## src/rtl/decode_stage_pkg.sv

```systemverilog
// decode_stage_pkg
//   Shared types, opcode constants and the ALU-operation helper for the RV32I decode stage.
//   No ports; imported by decode_stage and decode_stage_regfile.
package decode_stage_pkg;

    typedef logic [31:0] data_t;
    typedef logic [31:0] addr_t;
    typedef logic        enable_t;
    typedef logic [4:0]  reg_addr_t;

    typedef enum logic [3:0] {
        AluAdd,
        AluSub,
        AluSll,
        AluSlt,
        AluSltu,
        AluXor,
        AluSrl,
        AluSra,
        AluOr,
        AluAnd,
        AluPassB
    } alu_op_t;

    localparam logic [6:0] OPC_LUI    = 7'b0110111;
    localparam logic [6:0] OPC_AUIPC  = 7'b0010111;
    localparam logic [6:0] OPC_JAL    = 7'b1101111;
    localparam logic [6:0] OPC_JALR   = 7'b1100111;
    localparam logic [6:0] OPC_BRANCH = 7'b1100011;
    localparam logic [6:0] OPC_LOAD   = 7'b0000011;
    localparam logic [6:0] OPC_STORE  = 7'b0100011;
    localparam logic [6:0] OPC_OP_IMM = 7'b0010011;
    localparam logic [6:0] OPC_OP     = 7'b0110011;
    localparam logic [6:0] OPC_FENCE  = 7'b0001111;

    // Arithmetic op from funct3/funct7[5]. SUB only exists for register-register ops;
    // for OP-IMM, bit 30 is part of the immediate except on the shift-right encoding.
    function automatic alu_op_t alu_from_funct(input logic [2:0] funct3,
                                               input logic       funct7_b5,
                                               input logic       is_reg_op);
        alu_op_t op;
        case (funct3)
            3'b000:  op = (is_reg_op && funct7_b5) ? AluSub : AluAdd;
            3'b001:  op = AluSll;
            3'b010:  op = AluSlt;
            3'b011:  op = AluSltu;
            3'b100:  op = AluXor;
            3'b101:  op = funct7_b5 ? AluSra : AluSrl;
            3'b110:  op = AluOr;
            default: op = AluAnd;
        endcase
        return op;
    endfunction

endpackage

```

## src/rtl/decode_stage_regfile.sv

```systemverilog
// decode_stage_regfile
//   32x32 integer register file: two combinational read ports, one write port.
//   x0 always reads 0 and ignores writes; a read of the register being written in the
//   same cycle returns the incoming data.
//   clk, rst_n        : clock, synchronous active-low reset (clears every register)
//   i_raddr1/2        : read addresses      o_rdata1/2 : read data
//   i_wen, i_waddr, i_wdata : write port, committed on posedge
module decode_stage_regfile
    import decode_stage_pkg::*;
(
    input  logic      clk,
    input  logic      rst_n,
    input  reg_addr_t i_raddr1,
    input  reg_addr_t i_raddr2,
    output data_t     o_rdata1,
    output data_t     o_rdata2,
    input  enable_t   i_wen,
    input  reg_addr_t i_waddr,
    input  data_t     i_wdata
);

    data_t r_regs [32];

    always_ff @(posedge clk) begin
        if (!rst_n) begin
            for (int i = 0; i < 32; i++) begin
                r_regs[i] <= '0;
            end
        end else if (i_wen && (i_waddr != '0)) begin
            r_regs[i_waddr] <= i_wdata;
        end
    end

    always_comb begin
        o_rdata1 = r_regs[i_raddr1];
        if (i_raddr1 == '0) begin
            o_rdata1 = '0;
        end else if (i_wen && (i_waddr == i_raddr1)) begin
            o_rdata1 = i_wdata;
        end
    end

    always_comb begin
        o_rdata2 = r_regs[i_raddr2];
        if (i_raddr2 == '0) begin
            o_rdata2 = '0;
        end else if (i_wen && (i_waddr == i_raddr2)) begin
            o_rdata2 = i_wdata;
        end
    end

endmodule

```

## src/rtl/decode_stage.sv

```systemverilog
// decode_stage
//   RV32I decode stage: IF/ID register, combinational decoder + immediate generator,
//   register-file read, and load-use hazard detection with bubble insertion.
//   Inputs : clk, rst_n (sync, active-low); instruction_i/pc_i/pc_next_i from fetch;
//            jump_c_i (flush) from execute; ex_mem_ren_i/ex_rd_i describe the instruction
//            in execute; wb_wen_i/wb_rd_i/wb_data_i write the register file.
//   Outputs: stall_c_o to fetch; decoded bundle (valid_o, pc fields, register indices and
//            data, imm_o, ALU controls, memory/branch controls, funct3_o, illegal_o).
module decode_stage
    import decode_stage_pkg::*;
#(
    parameter addr_t RESET_PC  = 32'h0000_1000,
    parameter data_t NOP_INSTR = 32'h0000_0013
) (
    input  logic      clk,
    input  logic      rst_n,
    input  data_t     instruction_i,
    input  addr_t     pc_i,
    input  addr_t     pc_next_i,
    input  enable_t   jump_c_i,
    input  enable_t   ex_mem_ren_i,
    input  reg_addr_t ex_rd_i,
    input  enable_t   wb_wen_i,
    input  reg_addr_t wb_rd_i,
    input  data_t     wb_data_i,
    output enable_t   stall_c_o,
    output logic      valid_o,
    output addr_t     pc_o,
    output addr_t     pc_next_o,
    output reg_addr_t rs1_o,
    output reg_addr_t rs2_o,
    output reg_addr_t rd_o,
    output data_t     rs1_data_o,
    output data_t     rs2_data_o,
    output data_t     imm_o,
    output alu_op_t   alu_op_o,
    output logic      alu_src_imm_o,
    output logic      alu_src_pc_o,
    output logic      reg_wen_o,
    output logic      mem_ren_o,
    output logic      mem_wen_o,
    output logic [2:0] funct3_o,
    output logic      branch_o,
    output logic      jal_o,
    output logic      jalr_o,
    output logic      illegal_o
);

    // IF/ID register
    data_t r_instr;
    addr_t r_pc;
    addr_t r_pc_next;
    logic  r_valid;

    logic w_stall;

    always_ff @(posedge clk) begin
        if (!rst_n) begin
            r_instr   <= NOP_INSTR;
            r_pc      <= RESET_PC;
            r_pc_next <= RESET_PC + 32'd4;
            r_valid   <= 1'b0;
        end else if (jump_c_i) begin
            r_instr   <= NOP_INSTR;
            r_pc      <= pc_i;
            r_pc_next <= pc_next_i;
            r_valid   <= 1'b0;
        end else if (!w_stall) begin
            r_instr   <= instruction_i;
            r_pc      <= pc_i;
            r_pc_next <= pc_next_i;
            r_valid   <= 1'b1;
        end
    end

    // Field extraction
    logic [6:0] w_opcode;
    reg_addr_t  w_rs1;
    reg_addr_t  w_rs2;
    reg_addr_t  w_rd;
    logic [2:0] w_funct3;
    logic       w_funct7_b5;

    assign w_opcode    = r_instr[6:0];
    assign w_rd        = r_instr[11:7];
    assign w_funct3    = r_instr[14:12];
    assign w_rs1       = r_instr[19:15];
    assign w_rs2       = r_instr[24:20];
    assign w_funct7_b5 = r_instr[30];

    // Immediate formats
    data_t w_imm_i;
    data_t w_imm_s;
    data_t w_imm_b;
    data_t w_imm_u;
    data_t w_imm_j;

    assign w_imm_i = {{20{r_instr[31]}}, r_instr[31:20]};
    assign w_imm_s = {{20{r_instr[31]}}, r_instr[31:25], r_instr[11:7]};
    assign w_imm_b = {{19{r_instr[31]}}, r_instr[31], r_instr[7], r_instr[30:25],
                      r_instr[11:8], 1'b0};
    assign w_imm_u = {r_instr[31:12], 12'b0};
    assign w_imm_j = {{11{r_instr[31]}}, r_instr[31], r_instr[19:12], r_instr[20],
                      r_instr[30:21], 1'b0};

    // Decoder
    data_t   w_imm;
    alu_op_t w_alu_op;
    logic    w_src_imm;
    logic    w_src_pc;
    logic    w_reg_wen;
    logic    w_mem_ren;
    logic    w_mem_wen;
    logic    w_branch;
    logic    w_jal;
    logic    w_jalr;
    logic    w_illegal;
    logic    w_rs1_used;
    logic    w_rs2_used;

    always_comb begin
        w_imm      = '0;
        w_alu_op   = AluAdd;
        w_src_imm  = 1'b0;
        w_src_pc   = 1'b0;
        w_reg_wen  = 1'b0;
        w_mem_ren  = 1'b0;
        w_mem_wen  = 1'b0;
        w_branch   = 1'b0;
        w_jal      = 1'b0;
        w_jalr     = 1'b0;
        w_illegal  = 1'b0;
        w_rs1_used = 1'b0;
        w_rs2_used = 1'b0;
        case (w_opcode)
            OPC_LUI: begin
                w_imm     = w_imm_u;
                w_alu_op  = AluPassB;
                w_src_imm = 1'b1;
                w_reg_wen = 1'b1;
            end
            OPC_AUIPC: begin
                w_imm     = w_imm_u;
                w_src_imm = 1'b1;
                w_src_pc  = 1'b1;
                w_reg_wen = 1'b1;
            end
            OPC_JAL: begin
                // ALU forms the target pc + imm; rd receives pc_next.
                w_imm     = w_imm_j;
                w_src_imm = 1'b1;
                w_src_pc  = 1'b1;
                w_reg_wen = 1'b1;
                w_jal     = 1'b1;
            end
            OPC_JALR: begin
                w_imm      = w_imm_i;
                w_src_imm  = 1'b1;
                w_reg_wen  = 1'b1;
                w_jalr     = 1'b1;
                w_rs1_used = 1'b1;
            end
            OPC_BRANCH: begin
                // ALU compares rs1/rs2; execute adds imm to pc for the target.
                w_imm      = w_imm_b;
                w_alu_op   = AluSub;
                w_branch   = 1'b1;
                w_rs1_used = 1'b1;
                w_rs2_used = 1'b1;
            end
            OPC_LOAD: begin
                w_imm      = w_imm_i;
                w_src_imm  = 1'b1;
                w_reg_wen  = 1'b1;
                w_mem_ren  = 1'b1;
                w_rs1_used = 1'b1;
            end
            OPC_STORE: begin
                w_imm      = w_imm_s;
                w_src_imm  = 1'b1;
                w_mem_wen  = 1'b1;
                w_rs1_used = 1'b1;
                w_rs2_used = 1'b1;
            end
            OPC_OP_IMM: begin
                w_imm      = w_imm_i;
                w_alu_op   = alu_from_funct(w_funct3, w_funct7_b5, 1'b0);
                w_src_imm  = 1'b1;
                w_reg_wen  = 1'b1;
                w_rs1_used = 1'b1;
            end
            OPC_OP: begin
                w_alu_op   = alu_from_funct(w_funct3, w_funct7_b5, 1'b1);
                w_reg_wen  = 1'b1;
                w_rs1_used = 1'b1;
                w_rs2_used = 1'b1;
            end
            OPC_FENCE: begin
                // Single-hart in-order core: fence has no effect.
            end
            default: begin
                w_illegal = 1'b1;
            end
        endcase
    end

    // Load-use hazard; a flush discards the dependent instruction, so it never stalls.
    assign w_stall = r_valid && ex_mem_ren_i && (ex_rd_i != '0) && !jump_c_i &&
                     ((w_rs1_used && (ex_rd_i == w_rs1)) ||
                      (w_rs2_used && (ex_rd_i == w_rs2)));

    logic w_issue;
    assign w_issue = r_valid && !w_stall;

    decode_stage_regfile u_regfile (
        .clk      (clk),
        .rst_n    (rst_n),
        .i_raddr1 (w_rs1),
        .i_raddr2 (w_rs2),
        .o_rdata1 (rs1_data_o),
        .o_rdata2 (rs2_data_o),
        .i_wen    (wb_wen_i),
        .i_waddr  (wb_rd_i),
        .i_wdata  (wb_data_i)
    );

    assign stall_c_o     = w_stall;
    assign valid_o       = w_issue;
    assign pc_o          = r_pc;
    assign pc_next_o     = r_pc_next;
    assign rs1_o         = w_rs1;
    assign rs2_o         = w_rs2;
    assign rd_o          = w_rd;
    assign imm_o         = w_imm;
    assign alu_op_o      = w_alu_op;
    assign alu_src_imm_o = w_src_imm;
    assign alu_src_pc_o  = w_src_pc;
    assign funct3_o      = w_funct3;
    // Side-effect and control-flow bits are squashed for bubbles.
    assign reg_wen_o     = w_issue && w_reg_wen;
    assign mem_ren_o     = w_issue && w_mem_ren;
    assign mem_wen_o     = w_issue && w_mem_wen;
    assign branch_o      = w_issue && w_branch;
    assign jal_o         = w_issue && w_jal;
    assign jalr_o        = w_issue && w_jalr;
    assign illegal_o     = w_issue && w_illegal;

endmodule

```

## config.mk

```make
export PLATFORM = sky130hd
export DESIGN_NAME = decode_stage
export DESIGN_NICKNAME = d
export VERILOG_FILES = /design/src/rtl/decode_stage_pkg.sv /design/src/rtl/decode_stage_regfile.sv /design/src/rtl/decode_stage.sv
export SDC_FILE = /design/constraint.sdc
export NUM_CORES = 2
export LEC_CHECK = 0
export CAP_MARGIN = 20
export CORE_ASPECT_RATIO = 1.1
export CORE_MARGIN = 8
export CORE_UTILIZATION = 60
export CTS_BUF_LIST = sky130_fd_sc_hd__clkbuf_8
export DETAILED_ROUTE_END_ITERATION = 7
export PLACE_DENSITY_LB_ADDON = 0.05
export SLEW_MARGIN = 20
export SYNTH_ARGS = -nofsm -noshare
export SYNTH_HDL_FRONTEND = slang
export SYNTH_HIERARCHICAL = 1
export SYNTH_SLANG_ARGS = --single-unit
```

## constraint.sdc

```tcl
create_clock -name clk -period 6.1 [get_ports clk]
set_input_delay 1.83 -clock clk [delete_from_list [all_inputs] [get_ports clk]]
set_output_delay 1.83 -clock clk [all_outputs]
set_load 0.01 [all_outputs]
```

# [Word level (Yosys, flattened, before mapping)]
# Memory sizes are Yosys's and may differ from the RTL's. A register that Yosys moved wholly into a read port is not among the register bits.
# Cells that the tools add are included.
[classes] n_eq_ne=21 n_mux=36 n_bitwise=1 n_reduce_logical=35
[op_table] op="2-to-1 mux 32 bit" n=9
[op_table] op="case mux 32 bit (5 select lines)" n=1
[op_table] op="case mux 4 bit (7 select lines)" n=2
[op_table] op="OR reduction 32 bit" n=1
[op_table] op="2-to-1 mux 5 bit" n=5
[op_table] op="equality test 7 x 6 -> 1 bit, second input constant" n=3
[op_table] op="equality test 7 bit, second input constant" n=3
[op_table] op="equality test 5 bit" n=4
[op_table] op="2-to-1 mux 1 bit" n=18
[op_table] op="logical AND 1 bit" n=17
[op_table] op="case mux 4 bit (4 select lines)" n=1
[op_table] op="equality test 7 x 5 -> 1 bit, second input constant" n=2
[op_table] op="OR reduction 7 bit" n=2
[op_table] op="logical NOT 5 bit" n=2
[op_table] op="nonzero test 5 bit" n=2
[op_table] op="OR reduction 10 bit" n=1
[op_table] op="equality test 3 bit, second input constant" n=3
[op_table] op="equality test 7 x 2 -> 1 bit, second input constant" n=1
[op_table] op="equality test 7 x 4 -> 1 bit, second input constant" n=1
[op_table] op="equality test 3 x 2 -> 1 bit, second input constant" n=2
[op_table] op="OR reduction 2 bit" n=3
[op_table] op="OR reduction 3 bit" n=2
[op_table] op="OR reduction 6 bit" n=1
[op_table] op="equality test 3 x 1 -> 1 bit, second input constant" n=1
[op_table] op="5 further kinds" n=6
[word_totals] ff_bits=97 mem_bits_rw=1024 in_bits=143 output_inout_bits=193 word_cells=98 memories=1
[memory_table] name="u_regfile.r_regs" words=32 word_bits=32 rd=2 rd_ports_with_merged_regs=2 wr=32 line="decode_stage_regfile.sv:22" rtl="data_t r_regs [32];"

# [Longest topological paths before layout]
[logic_depth] word_depth=9 ltp_mapped=10 ltp_nobuf=6

# [Hierarchy]
# Netlist, hierarchy kept.
[by_module_without_submodules] module="decode_stage_regfile" instances=1 cells_per_inst=3832 area_per_inst_um2=55144.1 seq_area_each_um2=30749.5
[by_module_without_submodules] module="decode_stage" instances=1 cells_per_inst=592 area_per_inst_um2=4599.4 seq_area_each_um2=1941.9

# [Worst setup path after synthesis]
# OpenSTA, ideal clock, no wires.
[synth_timing] path_type="input to register" start="input port wb_rd_i[3]" end="memory u_regfile/r_regs[4][0] in the netlist's numbering (enable)" setup_ns=0.466 t_arrival_ns=4.966 required_time_ns=5.634 setup_slack_ns=0.668 path_stages=4 path_buffers=2 path_cell_list="clkbuf_1 -> or3b_2 -> clkbuf_1 -> o21ai_0"
[synth_rtl] element="from (decl)" line="decode_stage.sv:24" rtl="input reg_addr_t wb_rd_i,"
[synth_rtl] element="to (decl)" line="decode_stage_regfile.sv:22"

# [Worst setup path in the final report]
[layout_timing] start="input port wb_rd_i[0]" end="output port rs1_data_o[20]"
[layout_via] elab_chain_cells=4
[layout_lines] element="equality test 5 bit" line="decode_stage_regfile.sv:38" rtl="end else if (i_wen && (i_waddr == i_raddr1)) begin"
[layout_lines] element="logical AND 1 bit" line="decode_stage_regfile.sv:38"
[layout_lines] element="2-to-1 mux 32 bit" line="decode_stage_regfile.sv:38"
[layout_lines] element="2-to-1 mux 32 bit" line="decode_stage_regfile.sv:36" rtl="if (i_raddr1 == '0) begin"
[layout_lines] element="to (decl)" line="decode_stage.sv:33" rtl="output data_t rs1_data_o,"
# Every way passes these cells.

==> impl_metrics.yaml <==
outcome:
  status: "finished clean"
critical_path:
  crit_path_max_incr_delay_ns: 0.57
  cp-end-kind: "output port"
  required_ns: 4.27
  worstPathCellList: "clkdlybuf4s50_1, buf_4, xnor2_1, nand2_1, nor4_2, clkbuf_8, buf_12, a32o_1, clkdlybuf4s50_1"
  crit_top_cell: "clkdlybuf4s50_1"
  critPathSlowestCell: "clkdlybuf4s50_1"
  crit_buf_inv: 5
  worst-endpoint-arrival_ns: 4.24
  cp-start-kind: "input pin"
  cp_max_fo: 12
  crit_family: "buffers and inverters"
  crit_type: "input pin to output port"
route:
  drt-total-wl_um: 231000
  drt_iter0_drc: 7483
  viasPerCell: 7.21
  postRouteAntennaNets: 0
  vias: 44900
  avgRoutedWirePerCell_um: 37.1
  drtPass1Iterations: 6
  remaining_drc_errors: 0
die:
  start_util_pct: 60.4
  fp.dieH_um: 347
  rows: 121
  io_pins: 336
  core_mm2: 0.0989
  dieArea_mm2: 0.110
  die_w_um: 317
yosys:
  syn_avg_cell_area_um2: 13.5
  synth_top_area_share_pct: 51.5
  yosysSeqAreaShare_pct: 54.7
  ys_ff_latch: 1121
  async_flop_share_pct: 0
  syn_inst: 4424
  yosys-top-cells-area: "edfxtp_1 51%, mux4_2 14%, and2_1 10%"
  ys.flop_type: "edfxtp_1"
  synthTopCellsByCount: "1024 x edfxtp_1, 994 x and2_1, 380 x mux4_2"
  yosysMostFrequentCell: "edfxtp_1"
  synth_area_leader_cell: "edfxtp_1"
  synth_edf_count: 1024
  netlist_area_mm2: 0.0597
  synth_cell_types: 65
  yosysWarnings: 6
finish:
  syn_to_final_growth_pct: 16.5
  n_fill_cell: 6756
  multi_input_area_mm2: 0.0256
  regArea_mm2: 0.0327
  fin_util_pct: 70.4
  fin_area_mm2: 0.0696
  nets: 4912
  layout-drive-gt1-share_pct: 22.0
global_route:
  grt.met2_usage_pct: 61.4
  grt_pass1_vias: 43800
  grt_antenna_before_repair: 32
  gr-total-overflow: 0
  grtUsageTotal_pct: 41.2
  gr-usage-met1_pct: 51.4
  grt_most_used_layer: "met2"
  grt_pass1_wl_um: 320000
  grt_max_degree: 77
  grtUsageMet3_pct: 16.4
pwr:
  ir_drop_v: 0.000227
  p_total_uw: 17500
  p_leak_uw: 0.0242
  power_per_cell_area_mw_per_mm2: 252
clock_tree:
  cts_tree: "done"
  htreeDepth: 4
  path_clk_slew_ns: 0.06
  clock_sinks: 1121
  clkLatencyLatePin_ns: 0.90
  root_buffer: "clkbuf_8"
  clk_path_buf_depth: 3
  cts_made_buffers: 181
job:
  drv_cap: 0
placed_design:
  place_area_mm2: 0.0661
  detailed_place_hpwl_um: 141000
  place.port_buffers: 335
  gp_congestion: 0.927
  place_ws_ns: -0.0718
sta:
  fmax_mhz: 165
  setup_viol: 0
  fin_crit_ns: 6.07
  hold_viol: 0
  rsz0062_at_grt: "true"
  drv_slew: 0
  finClkSkew_ns: 0.0179
  fin_ws_ns: 0.0257
  slew_headroom_pct: 25.7
  tightest_slew_ns: 1.11
  fin_crit_sh_pct: 99.6
  tns_ns: 0
worst_hold_path:
  hp-class: "flop to flop"
## tightest hold or removal path: stages (launching register included)
cell,delay [ns]
dfxtp_1,0.30
o21ai_0,0.06
a21oi_1,0.06
## cell usage in the layout (no fill, tap or decap), drive strengths merged, types with 24 or more instances in the layout
cell type,synthesis,routed
a211oi,35,35
a21oi,128,128
a22oi,86,86
a31oi,25,25
a32o,32,32
and2,996,996
buf,155,287
clkbuf,335,192
clkdlybuf4s50,0,307
clkinv,1,68
conb,1,32
dfxtp,97,97
dlymetal6s2s,0,24
edfxtp,1024,1024
inv,9,74
mux2,83,83
mux2i,247,247
mux4,380,380
nand2,74,74
nand3,104,104
nor2,90,90
nor3,32,32
o21ai,186,186
o221ai,39,39
o22ai,80,80
## what timing repair did
action,in CTS,in global routing
gates resized for setup,1,37
setup buffers,1,7
gates cloned,0,1
pin swaps,2,3
setup endpoints to repair,17,50
hold buffers,0,0
## cell type report
type,count,area share [%]
antenna,22,0.0791
clock buffer,190,3.76
clock inverter,141,0.970
inverter,10,0.0557
multi-input combinational,2834,36.7
sequential,1121,47.0
tap,1291,2.32
timing repair buffer,621,9.10
## power breakdown
part | internal [uW] | switching (uW)
Combinational | 1010 | 1350
Clock | 3000 | 3100
Sequential | 8800 | 250
## flip-flops by register name, summed over array words and instances (netlist names)
signal	count
pc_next_o	32
r_instr	32
u_regfile/r_regs	1024
pc_o	32
r_valid	1
## worst paths after layout
kind,cells past startpoint,startpoint,endpoint,slack [ns]
hold / removal,2,pc_o[3],pc_o[3],0.47
setup reg to reg,7,r_instr[22],pc_next_o[16],2.69
setup / recovery,9,wb_rd_i[0],rs1_data_o[20],0.03
hold reg to reg,2,pc_o[3],pc_o[3],0.47
## layer usage
metal | up-vias | share of wire (%)
li1 | 17600 | -
met1 | 22300 | 33
met2 | 4123 | 44
met3 | 940 | 16
met4 | 16 | 6.5
met5 | - | 0.050
## metrics by stage
stage | hold slack (ns) | cells
6_report | 0.473 | 6230
5_1_grt | 0.497 | 6212
4_1_cts | 0.473 | 6200
3_5_place_dp | 0.466 | 5868
3_3_place_gp | 0.459 | 5868
2_1_floorplan | 0.463 | 4455
## logic make-up after synthesis
family	synth area share (%)
AOI/OAI and AO/OA	7.49
xor gates and xnor gates	0.293
buffers and inverters	3.87
DFF	54.7
muxes	20.0
other	0.00628
and+or+nand+nor	13.6
Power figures use the tool's default switching activity.
